File: src/rtl/aes128_package.sv
// Shared definitions for the masked AES datapath: element types, LFSR width,
// randomness-source FSM states and the per-share-count randomness demand.
package aes128_package;

  typedef logic [1:0] bv2_t;

  localparam int LFSR_WIDTH = 128;

  typedef enum logic [1:0] {
    SEED,
    WARMUP,
    RUNNING
  } rs_state_t;

  // Random elements consumed by share_zero per cycle for a given share count.
  function automatic int num_needed(input int num_shares);
    case (num_shares)
      2:       return 1;
      3:       return 2;
      4:       return 4;
      5:       return 5;
      default: return 0;
    endcase
  endfunction

endpackage

File: src/rtl/lfsr_advance.sv
// Combinational multi-step advance of the 128-bit masking LFSR.
// block[i] is the feedback bit produced by step i+1.
module lfsr_advance
  import aes128_package::*;
#(
  parameter int STEPS = 2
) (
  input  logic [LFSR_WIDTH-1:0] state,
  output logic [LFSR_WIDTH-1:0] next_state,
  output logic [STEPS-1:0]      block
);

  logic [LFSR_WIDTH-1:0] walk;
  logic                  fb;

  always_comb begin
    walk  = state;
    fb    = 1'b0;
    block = '0;
    for (int i = 0; i < STEPS; i++) begin
      fb       = walk[127] ^ walk[125] ^ walk[100] ^ walk[98];
      block[i] = fb;
      walk     = {walk[LFSR_WIDTH-2:0], fb};
    end
    next_state = walk;
  end

endmodule

File: src/rtl/share_random_source.sv
// Masking-randomness generator: seeded 128-bit LFSR with warmup, delivering one
// OUT_BITS-wide random block per enabled cycle to share_zero.
module share_random_source
  import aes128_package::*;
#(
  parameter int  NUM_SHARES    = 2,
  parameter type T             = bv2_t,
  parameter int  WARMUP_CYCLES = 16,
  localparam int NUM_NEEDED    = num_needed(NUM_SHARES),
  localparam int OUT_BITS      = NUM_NEEDED * $bits(T)
) (
  input  logic                  in_clock,
  input  logic                  in_reset,
  input  logic [31:0]           in_seed,
  input  logic                  in_seed_valid,
  output logic                  out_seed_ready,
  input  logic                  in_reseed,
  input  logic                  in_enable,
  output T [NUM_NEEDED-1:0]     out_random,
  output logic                  out_valid
);

  localparam int SEED_WORDS = LFSR_WIDTH / 32;
  localparam int WCW        = $clog2(WARMUP_CYCLES + 1);
  localparam logic [WCW-1:0] WARM_LAST = WCW'(WARMUP_CYCLES - 1);

  rs_state_t             state_reg, state_next;
  logic [1:0]            word_cnt_reg, word_cnt_next;
  logic [WCW-1:0]        warm_cnt_reg, warm_cnt_next;
  logic [LFSR_WIDTH-1:0] s_reg, s_next;
  logic [OUT_BITS-1:0]   random_reg, random_next;
  logic                  valid_reg, valid_next;

  logic [LFSR_WIDTH-1:0] adv_state;
  logic [OUT_BITS-1:0]   adv_block;
  logic [LFSR_WIDTH-1:0] seed_merged;

  lfsr_advance #(
    .STEPS(OUT_BITS)
  ) u_advance (
    .state      (s_reg),
    .next_state (adv_state),
    .block      (adv_block)
  );

  // LFSR contents with the incoming seed word dropped into the slot addressed by k.
  for (genvar gi = 0; gi < SEED_WORDS; gi++) begin : g_seed_word
    assign seed_merged[32*gi +: 32] =
      (word_cnt_reg == 2'(gi)) ? in_seed : s_reg[32*gi +: 32];
  end

  always_ff @(posedge in_clock or posedge in_reset) begin
    if (in_reset) begin
      state_reg    <= SEED;
      word_cnt_reg <= '0;
      warm_cnt_reg <= '0;
      s_reg        <= '0;
      random_reg   <= '0;
      valid_reg    <= 1'b0;
    end else begin
      state_reg    <= state_next;
      word_cnt_reg <= word_cnt_next;
      warm_cnt_reg <= warm_cnt_next;
      s_reg        <= s_next;
      random_reg   <= random_next;
      valid_reg    <= valid_next;
    end
  end

  always_comb begin
    state_next    = state_reg;
    word_cnt_next = word_cnt_reg;
    warm_cnt_next = warm_cnt_reg;
    s_next        = s_reg;
    random_next   = random_reg;
    valid_next    = valid_reg;

    case (state_reg)
      SEED: begin
        if (in_seed_valid) begin
          s_next        = seed_merged;
          word_cnt_next = word_cnt_reg + 2'd1;
          if (word_cnt_reg == 2'(SEED_WORDS - 1)) begin
            state_next    = WARMUP;
            warm_cnt_next = '0;
            // An all-zero LFSR would lock up; nudge it into the live cycle.
            if (seed_merged == '0) begin
              s_next = LFSR_WIDTH'(1);
            end
          end
        end
      end

      WARMUP: begin
        if (in_reseed) begin
          state_next    = SEED;
          word_cnt_next = '0;
          warm_cnt_next = '0;
          valid_next    = 1'b0;
        end else begin
          s_next      = adv_state;
          random_next = adv_block;
          if (warm_cnt_reg == WARM_LAST) begin
            state_next = RUNNING;
            valid_next = 1'b1;
          end else begin
            warm_cnt_next = warm_cnt_reg + 1'b1;
          end
        end
      end

      RUNNING: begin
        // Reseed wins over enable so the old sequence is not advanced on exit.
        if (in_reseed) begin
          state_next    = SEED;
          word_cnt_next = '0;
          warm_cnt_next = '0;
          valid_next    = 1'b0;
        end else if (in_enable) begin
          s_next      = adv_state;
          random_next = adv_block;
        end
      end

      default: begin
        state_next    = SEED;
        word_cnt_next = '0;
        warm_cnt_next = '0;
        valid_next    = 1'b0;
      end
    endcase
  end

  assign out_seed_ready = (state_reg == SEED);
  assign out_random     = random_reg;
  assign out_valid      = valid_reg;

endmodule

File: config.mk
export PLATFORM = sky130hd
export DESIGN_NAME = share_random_source
export DESIGN_NICKNAME = d
export VERILOG_FILES = /design/src/rtl/aes128_package.sv /design/src/rtl/lfsr_advance.sv /design/src/rtl/share_random_source.sv
export SDC_FILE = /design/constraint.sdc
export NUM_CORES = 1
export LEC_CHECK = 0
export ABC_AREA = 1
export CAP_MARGIN = 20
export CORE_MARGIN = 10
export CORE_UTILIZATION = 61
export CTS_CLUSTER_SIZE = 30
export DETAILED_ROUTE_END_ITERATION = 8
export GPL_TIMING_DRIVEN = 0
export PLACE_DENSITY = 0.83
export SETUP_SLACK_MARGIN = 0.1
export SYNTH_ARGS = -nofsm -noshare
export SYNTH_HDL_FRONTEND = slang
export SYNTH_HIERARCHICAL = 1
export SYNTH_SLANG_ARGS = --single-unit
File: constraint.sdc
create_clock -name in_clock -period 13.6 [get_ports in_clock]
set_clock_uncertainty 0.05 [all_clocks]
set_input_delay 2.72 -clock in_clock [delete_from_list [all_inputs] [get_ports in_clock]]
set_output_delay 2.72 -clock in_clock [all_outputs]
set_load 0.01 [all_outputs]
Word-level counts from Yosys, hierarchy flattened:

Cells that the tools add are included.

* ROM bits: 0
* flip-flop bits (word level): 140
* memory bits (writable): 0
* latch bits: 0
* memories: 0
* word-level logic and storage cells: 75
* output and inout port bits: 4

* $mul: 0
* shift-type cells: 0
* multiplexer cells: 33
* reductions and logical operators: 12
* bitwise gates (word level): 7
* add/subtract/negate cells: 2
* divide/modulo/power cells: 0
* $lt $le $gt $ge: 0
* equal/unequal tests: 15

Operators with widths (number)
* $mux 128: 6
* $pmux 128 s3: 1
* $logic_not 128->1: 1
* $mux 32: 4
* $mux 5: 5
* $mux 2: 9
* $pmux 5 s3: 1
* $reduce_and 4->1: 3
* $ne 2x2->1 const B: 5
* $pmux 2 s2: 2
* $eq 2x2->1 const B: 3
* $ne 3x3->1 const B: 2
* $pmux 2 s3: 1
* $xor 1x1->1: 6
* $add 5x1->5 const B: 1
* $eq 5x4->1 const B: 1
* $reduce_and 5->1: 1
* $eq 2x1->1 const B: 2
* $logic_not 2->1: 2
* $ne 2x1->1 const B: 2
* $mux 1: 3
* $pmux 1 s3: 1
* $reduce_and 3->1: 1
* $reduce_bool 3->1: 1
* other kinds (5): 5

Logic depth before layout (Yosys ltp):

* word-level depth: 7
* depth in mapped cells: 17
* depth with buffers taken out: 15

By module:

The synthesis kept the hierarchy.

By module, submodules not included
* share_random_source: cells an instance 1270, instances 1, area each 8888.5 um^2
* lfsr_advance: cells an instance 159, instances 1, area each 1096.1 um^2

Worst setup path before layout:

No wires, ideal clock.

* kind: in2reg
* start: in in_reseed
* end: reg s_reg[72]
* path slack: 9833 ps
* library setup time: 83 ps
* arrival time: 3635 ps
* stages: 8
* cells stage by stage: inv_1 a21oi_1 nor3_1 and2_1 buf_2 clkbuf_1 nand2_1 o21ai_0

* word-level cells in the longest chain between the ends: 2
* elaborated cells between the ends (all ways): 3
* classes of those cells: 2 x eq/ne; 1 x reduce/logical

RTL lines
* from (decl): RTL line share_random_source.sv:17 `input logic in_reseed,`
* $ne 2x2->1 (no line)
* $reduce_and 5->1 (no line) *
* to (signal assigned): RTL line share_random_source.sv:64 `s_reg <= s_next;`
* to (decl): RTL line share_random_source.sv:30 `logic [LFSR_WIDTH-1:0] s_reg, s_next;`

Every way passes the cells marked *; elsewhere a longest branch is shown, timed or not.
A chain may end at the register's enable or synchronous reset.

Final worst setup path:

* start: reg state_reg[0]
* end: out out_seed_ready

* word-level cells in the longest chain between the ends: 1

RTL lines
* from (decl): RTL line share_random_source.sv:27 `rs_state_t state_reg, state_next;`
* from (signal assigned): RTL line share_random_source.sv:61 `state_reg <= state_next;`
* $logic_not 2->1: RTL line share_random_source.sv:134 `assign out_seed_ready = (state_reg == SEED);`
* to (decl): RTL line share_random_source.sv:16 `output logic out_seed_ready,`

No other way between the ends.

==> flow_summary.rst <==
.. list-table::
   :header-rows: 1

   * - Metric
     - Value
   * - Worst Path Arrival
     - 1.83 ns
   * - Violation count after the first detailed-route iteration
     - about 1,100
   * - TritonCTS clock tree
     - yes
   * - Leading area contributor after synthesis
     - sky130_fd_sc_hd__dfrtp_1
   * - Clock Path Buffers
     - 2
   * - Synth async-reset ratio
     - 100%
   * - Horizontal die dimension
     - roughly 150 microns
   * - Critical Path RT
     - approximately 11 ns
   * - Number of buffers inserted by hold repair at cts
     - 0
   * - Post CTS Setup Buffer Count
     - 0
   * - Buffers and inverters on the worst path
     - 2
   * - Number of input and output port buffers inserted
     - 40
   * - # DRC
     - 0
   * - Via-to-Cell Ratio
     - 5.60
   * - Setup TNS Final
     - 0 ns
   * - Number of iterations in the first detailed-routing pass
     - 6
   * - Synthesized netlist cell count
     - 1,429
   * - Most used cells in the layout excluding fill and tap cells
     - 475 x sky130_fd_sc_hd__nand2_1, 159 x sky130_fd_sc_hd__o21ai_0, 141 x sky130_fd_sc_hd__inv_1, 140 x sky130_fd_sc_hd__dfrtp_1, 134 x sky130_fd_sc_hd__buf_4
   * - Layout cells sized above 1
     - 14.1%
   * - Number of buffers added by the clock tree synthesis step
     - 17
   * - Register bit total from synthesis
     - 140
   * - Largest fanout of any net on the critical path
     - 6
   * - Actual slew at the worst max-slew pin
     - around 0.62 ns
   * - Fin. max-slew vios
     - 0
   * - Core Footprint
     - around 16,000 sq um
   * - Final wirelength
     - 30,500 microns
   * - Global-route wire length before repair
     - between 40,000 and 50,000 microns
   * - Post-synthesis instance area
     - between 9000 and 10,000 sq um
   * - Number of H-tree levels
     - 4
   * - ANT nets after route
     - 0
   * - Most used flip-flop cell after synthesis
     - sky130_fd_sc_hd__dfrtp_1
   * - Slew margin rel.
     - 58.9%
   * - Clock-pin transition on the worst setup and hold timing paths
     - 0.06 ns
   * - Series of cell instances along the critical path
     - inv_1 -> ha_1 -> clkdlybuf4s50_1
   * - Portion of the post-synthesis area used by sequential elements
     - about a third
   * - Unique masters post-synth
     - 29
   * - Endpoints failing setup
     - 0
   * - Startpoint class of the critical path
     - flip-flop
   * - Number of vias after detailed routing
     - ~9,600
   * - Number of synthesized flops with an enable pin
     - 0
   * - Achievable clock frequency
     - between 200 and 250 MHz
   * - Critical path type
     - reg2out
   * - Simple-Gate Fraction of Synth Area
     - 21.6%
   * - Count of nets after finishing
     - 1,536
   * - Xor/xnor cell area share of the yosys netlist
     - less than 1%
   * - Post-synth top area share
     - about a third
   * - Pin count of the biggest net entering global routing
     - 80
   * - Post-synthesis adder-cell area fraction
     - approximately 1.3%
   * - Ports
     - between 40 and 50
   * - Worst supply voltage drop on vdd
     - 134 uV
   * - Max reg flops
     - 128
   * - Complex-gate fraction of the synthesized area
     - between 20% and 30%
   * - Share of cell area taken by muxes after synthesis
     - 0.326%
   * - Number of clock sinks
     - 140
   * - Gr usage total
     - 28.2%
   * - Vert. Die Dim
     - between 100 and 150 microns
   * - Latest clock arrival within the worst-skew pair
     - 0.44 ns
   * - Die footprint
     - ~22,000 sq um
   * - Master of the slowest instance on the critical path
     - sky130_fd_sc_hd__clkdlybuf4s50_1
   * - Slowest stage delay, CP
     - 0.59 ns
   * - Detailed placement HPWL
     - 21,000 microns
   * - Root buffer selected by CTS
     - sky130_fd_sc_hd__clkbuf_16
   * - Number of maximum-capacitance constraint violations
     - 0
   * - Synthesis-to-layout area growth
     - 13.4%
   * - Worst Hold Class
     - reg2reg
   * - Largest delay contributor family on the critical path
     - buffers and inverters
   * - Areal power density over the cells
     - between 200 and 300 nW/um^2
   * - Syn Nets
     - 1,476
   * - Resized cells post-CTS
     - 0
   * - CP endpoint kind
     - output port
   * - Antenna violations before repair
     - 1
   * - Avg Inst Size Synth
     - ~7.0 sq um
   * - Number of warnings reported in the yosys synthesis log
     - 6
   * - Number of global-route vias before repair
     - ~9,400
   * - Number of inserted filler cells in the final layout
     - approximately 1,300
   * - Final critical delay including setup and external delays
     - about 4.6 ns
   * - Final-report hold violation count
     - 0
   * - Setup repair after global routing missed its margin
     - false
   * - Number of standard-cell rows in the floorplan
     - 46
   * - DR WL/cell
     - about 18 microns
   * - Placer's final routability congestion estimate
     - between 0.9 and 1
   * - Status
     - complete, no violations
   * - Leakage power of the design
     - 5.50 nW
   * - Final worst path period share
     - between 30% and 40%
   * - Top cells by area, synth
     - sky130_fd_sc_hd__dfrtp_1 35%, sky130_fd_sc_hd__nand2_1 18%, sky130_fd_sc_hd__buf_4 10%
   * - Dominant combinational cell family by area after synthesis
     - compound AO/OA/AOI/OAI gates
   * - Utilization of the core after routing
     - ~71%
   * - Commonest non-fill, non-tap cell in the layout
     - sky130_fd_sc_hd__nand2_1
   * - GR Overflow Total
     - 0
   * - Initial cell density of the core
     - a little over three fifths
==> worst register-to-register path, cell delays in order (launching register included) <==
cell and delay (ns):
sky130_fd_sc_hd__dfrtp_1 0.41, sky130_fd_sc_hd__inv_1 0.14, sky130_fd_sc_hd__ha_1 0.21, sky130_fd_sc_hd__buf_2 0.21, sky130_fd_sc_hd__buf_2 0.28, sky130_fd_sc_hd__nand2_1 0.08, sky130_fd_sc_hd__nand2_1 0.10, sky130_fd_sc_hd__nand2_1 0.07
sky130_fd_sc_hd__nor2_1 0.17, sky130_fd_sc_hd__nand2_1 0.11, sky130_fd_sc_hd__nor2_1 0.09, sky130_fd_sc_hd__nand2_1 0.08, sky130_fd_sc_hd__nor2_1 0.18, sky130_fd_sc_hd__nand3_1 0.10, sky130_fd_sc_hd__nand2_1 0.07, sky130_fd_sc_hd__nand2_1 0.05
sky130_fd_sc_hd__nand2_1 0.06
==> logic make-up after synthesis <==
group           count (synthesis)
mux                             3
xor+xnor                        3
fa+ha+maj                      10
compound gates                346
simple gates                  570
flops                         140
buf+inv                       357
==> final timing paths <==
check,from,endpoint,slack [ns],cells after the start
max,state_reg[0],out_seed_ready,9.00,3
min,warm_cnt_reg[3],warm_cnt_reg[3],0.43,1
max reg2reg,word_cnt_reg[0],s_reg[0],11.08,16
min reg2reg,warm_cnt_reg[3],warm_cnt_reg[3],0.43,1
max in group asynchronous,in_reset,s_reg[99],10.00,3
min in group asynchronous,in_reset,out_valid,2.68,2
==> Yosys cell counts (2+ instances only) <==
library cell                 n
sky130_fd_sc_hd__a21oi_1     7
sky130_fd_sc_hd__buf_1       6
sky130_fd_sc_hd__buf_2      22
sky130_fd_sc_hd__buf_4     134
sky130_fd_sc_hd__buf_6      15
sky130_fd_sc_hd__clkbuf_1   35
sky130_fd_sc_hd__dfrtp_1   140
sky130_fd_sc_hd__ha_1       10
sky130_fd_sc_hd__inv_1     142
sky130_fd_sc_hd__inv_2       2
sky130_fd_sc_hd__mux2_2      2
sky130_fd_sc_hd__nand2_1   475
sky130_fd_sc_hd__nand3_1     4
sky130_fd_sc_hd__nor2_1     86
sky130_fd_sc_hd__nor2_2      2
sky130_fd_sc_hd__o211ai_1   91
sky130_fd_sc_hd__o21a_1     75
sky130_fd_sc_hd__o21ai_0   159
sky130_fd_sc_hd__o21ai_1    10
sky130_fd_sc_hd__o22ai_1     2
sky130_fd_sc_hd__xnor2_1     2
==> per-stage QoR <==
| step | area (sq um) | hold WS, ns | setup WS (ns) | cells | power (mW) |
|---|---|---|---|---|---|
| after floorplan | 9980 | 0.386 | 7.08 | 1429 | 2.07 |
| after global placement | 10700 | 0.410 | 4.89 | 1685 | 2.41 |
| after detailed placement | 10700 | 0.420 | 8.80 | 1686 | 2.45 |
| after CTS | 11300 | 0.431 | 9.01 | 1718 | 2.98 |
| after global routing | 11300 | 0.459 | 8.94 | 1718 | 3.25 |
| final | 11300 | 0.426 | 9.00 | 1719 | 3.01 |
==> layer usage <==
| layer | vias to the layer above | global-route usage (%) | part of all wire (%) |
|---|---|---|---|
| met4 | 2 | 15.3 | 4.9 |
| met5 | - | 0 | 0.043 |
| met1 | 4478 | 35.1 | 40 |
| met3 | 105 | 8.46 | 11 |
| met2 | 477 | 43.0 | 44 |
| li1 | 4571 | - | - |
==> report_power, final <==
group          total (mW)  switching, mW  internal (mW)
registers           0.775          0.143          0.632
logic                1.72          0.965          0.755
clock network       0.514          0.202          0.312
==> final cells by class <==
class,count,area [sq um],area share [%]
diodes,1,2.50,0.0221
multi-input cells,932,4500,39.7
clock buffers,18,439,3.88
clock inverters,14,191,1.69
repair buffers,41,428,3.78
flip-flops and latches,140,3500,30.9
inverters,145,549,4.85
plain buffers,212,1440,12.7
well taps,216,270,2.39
Power figures use the tool's default switching activity.
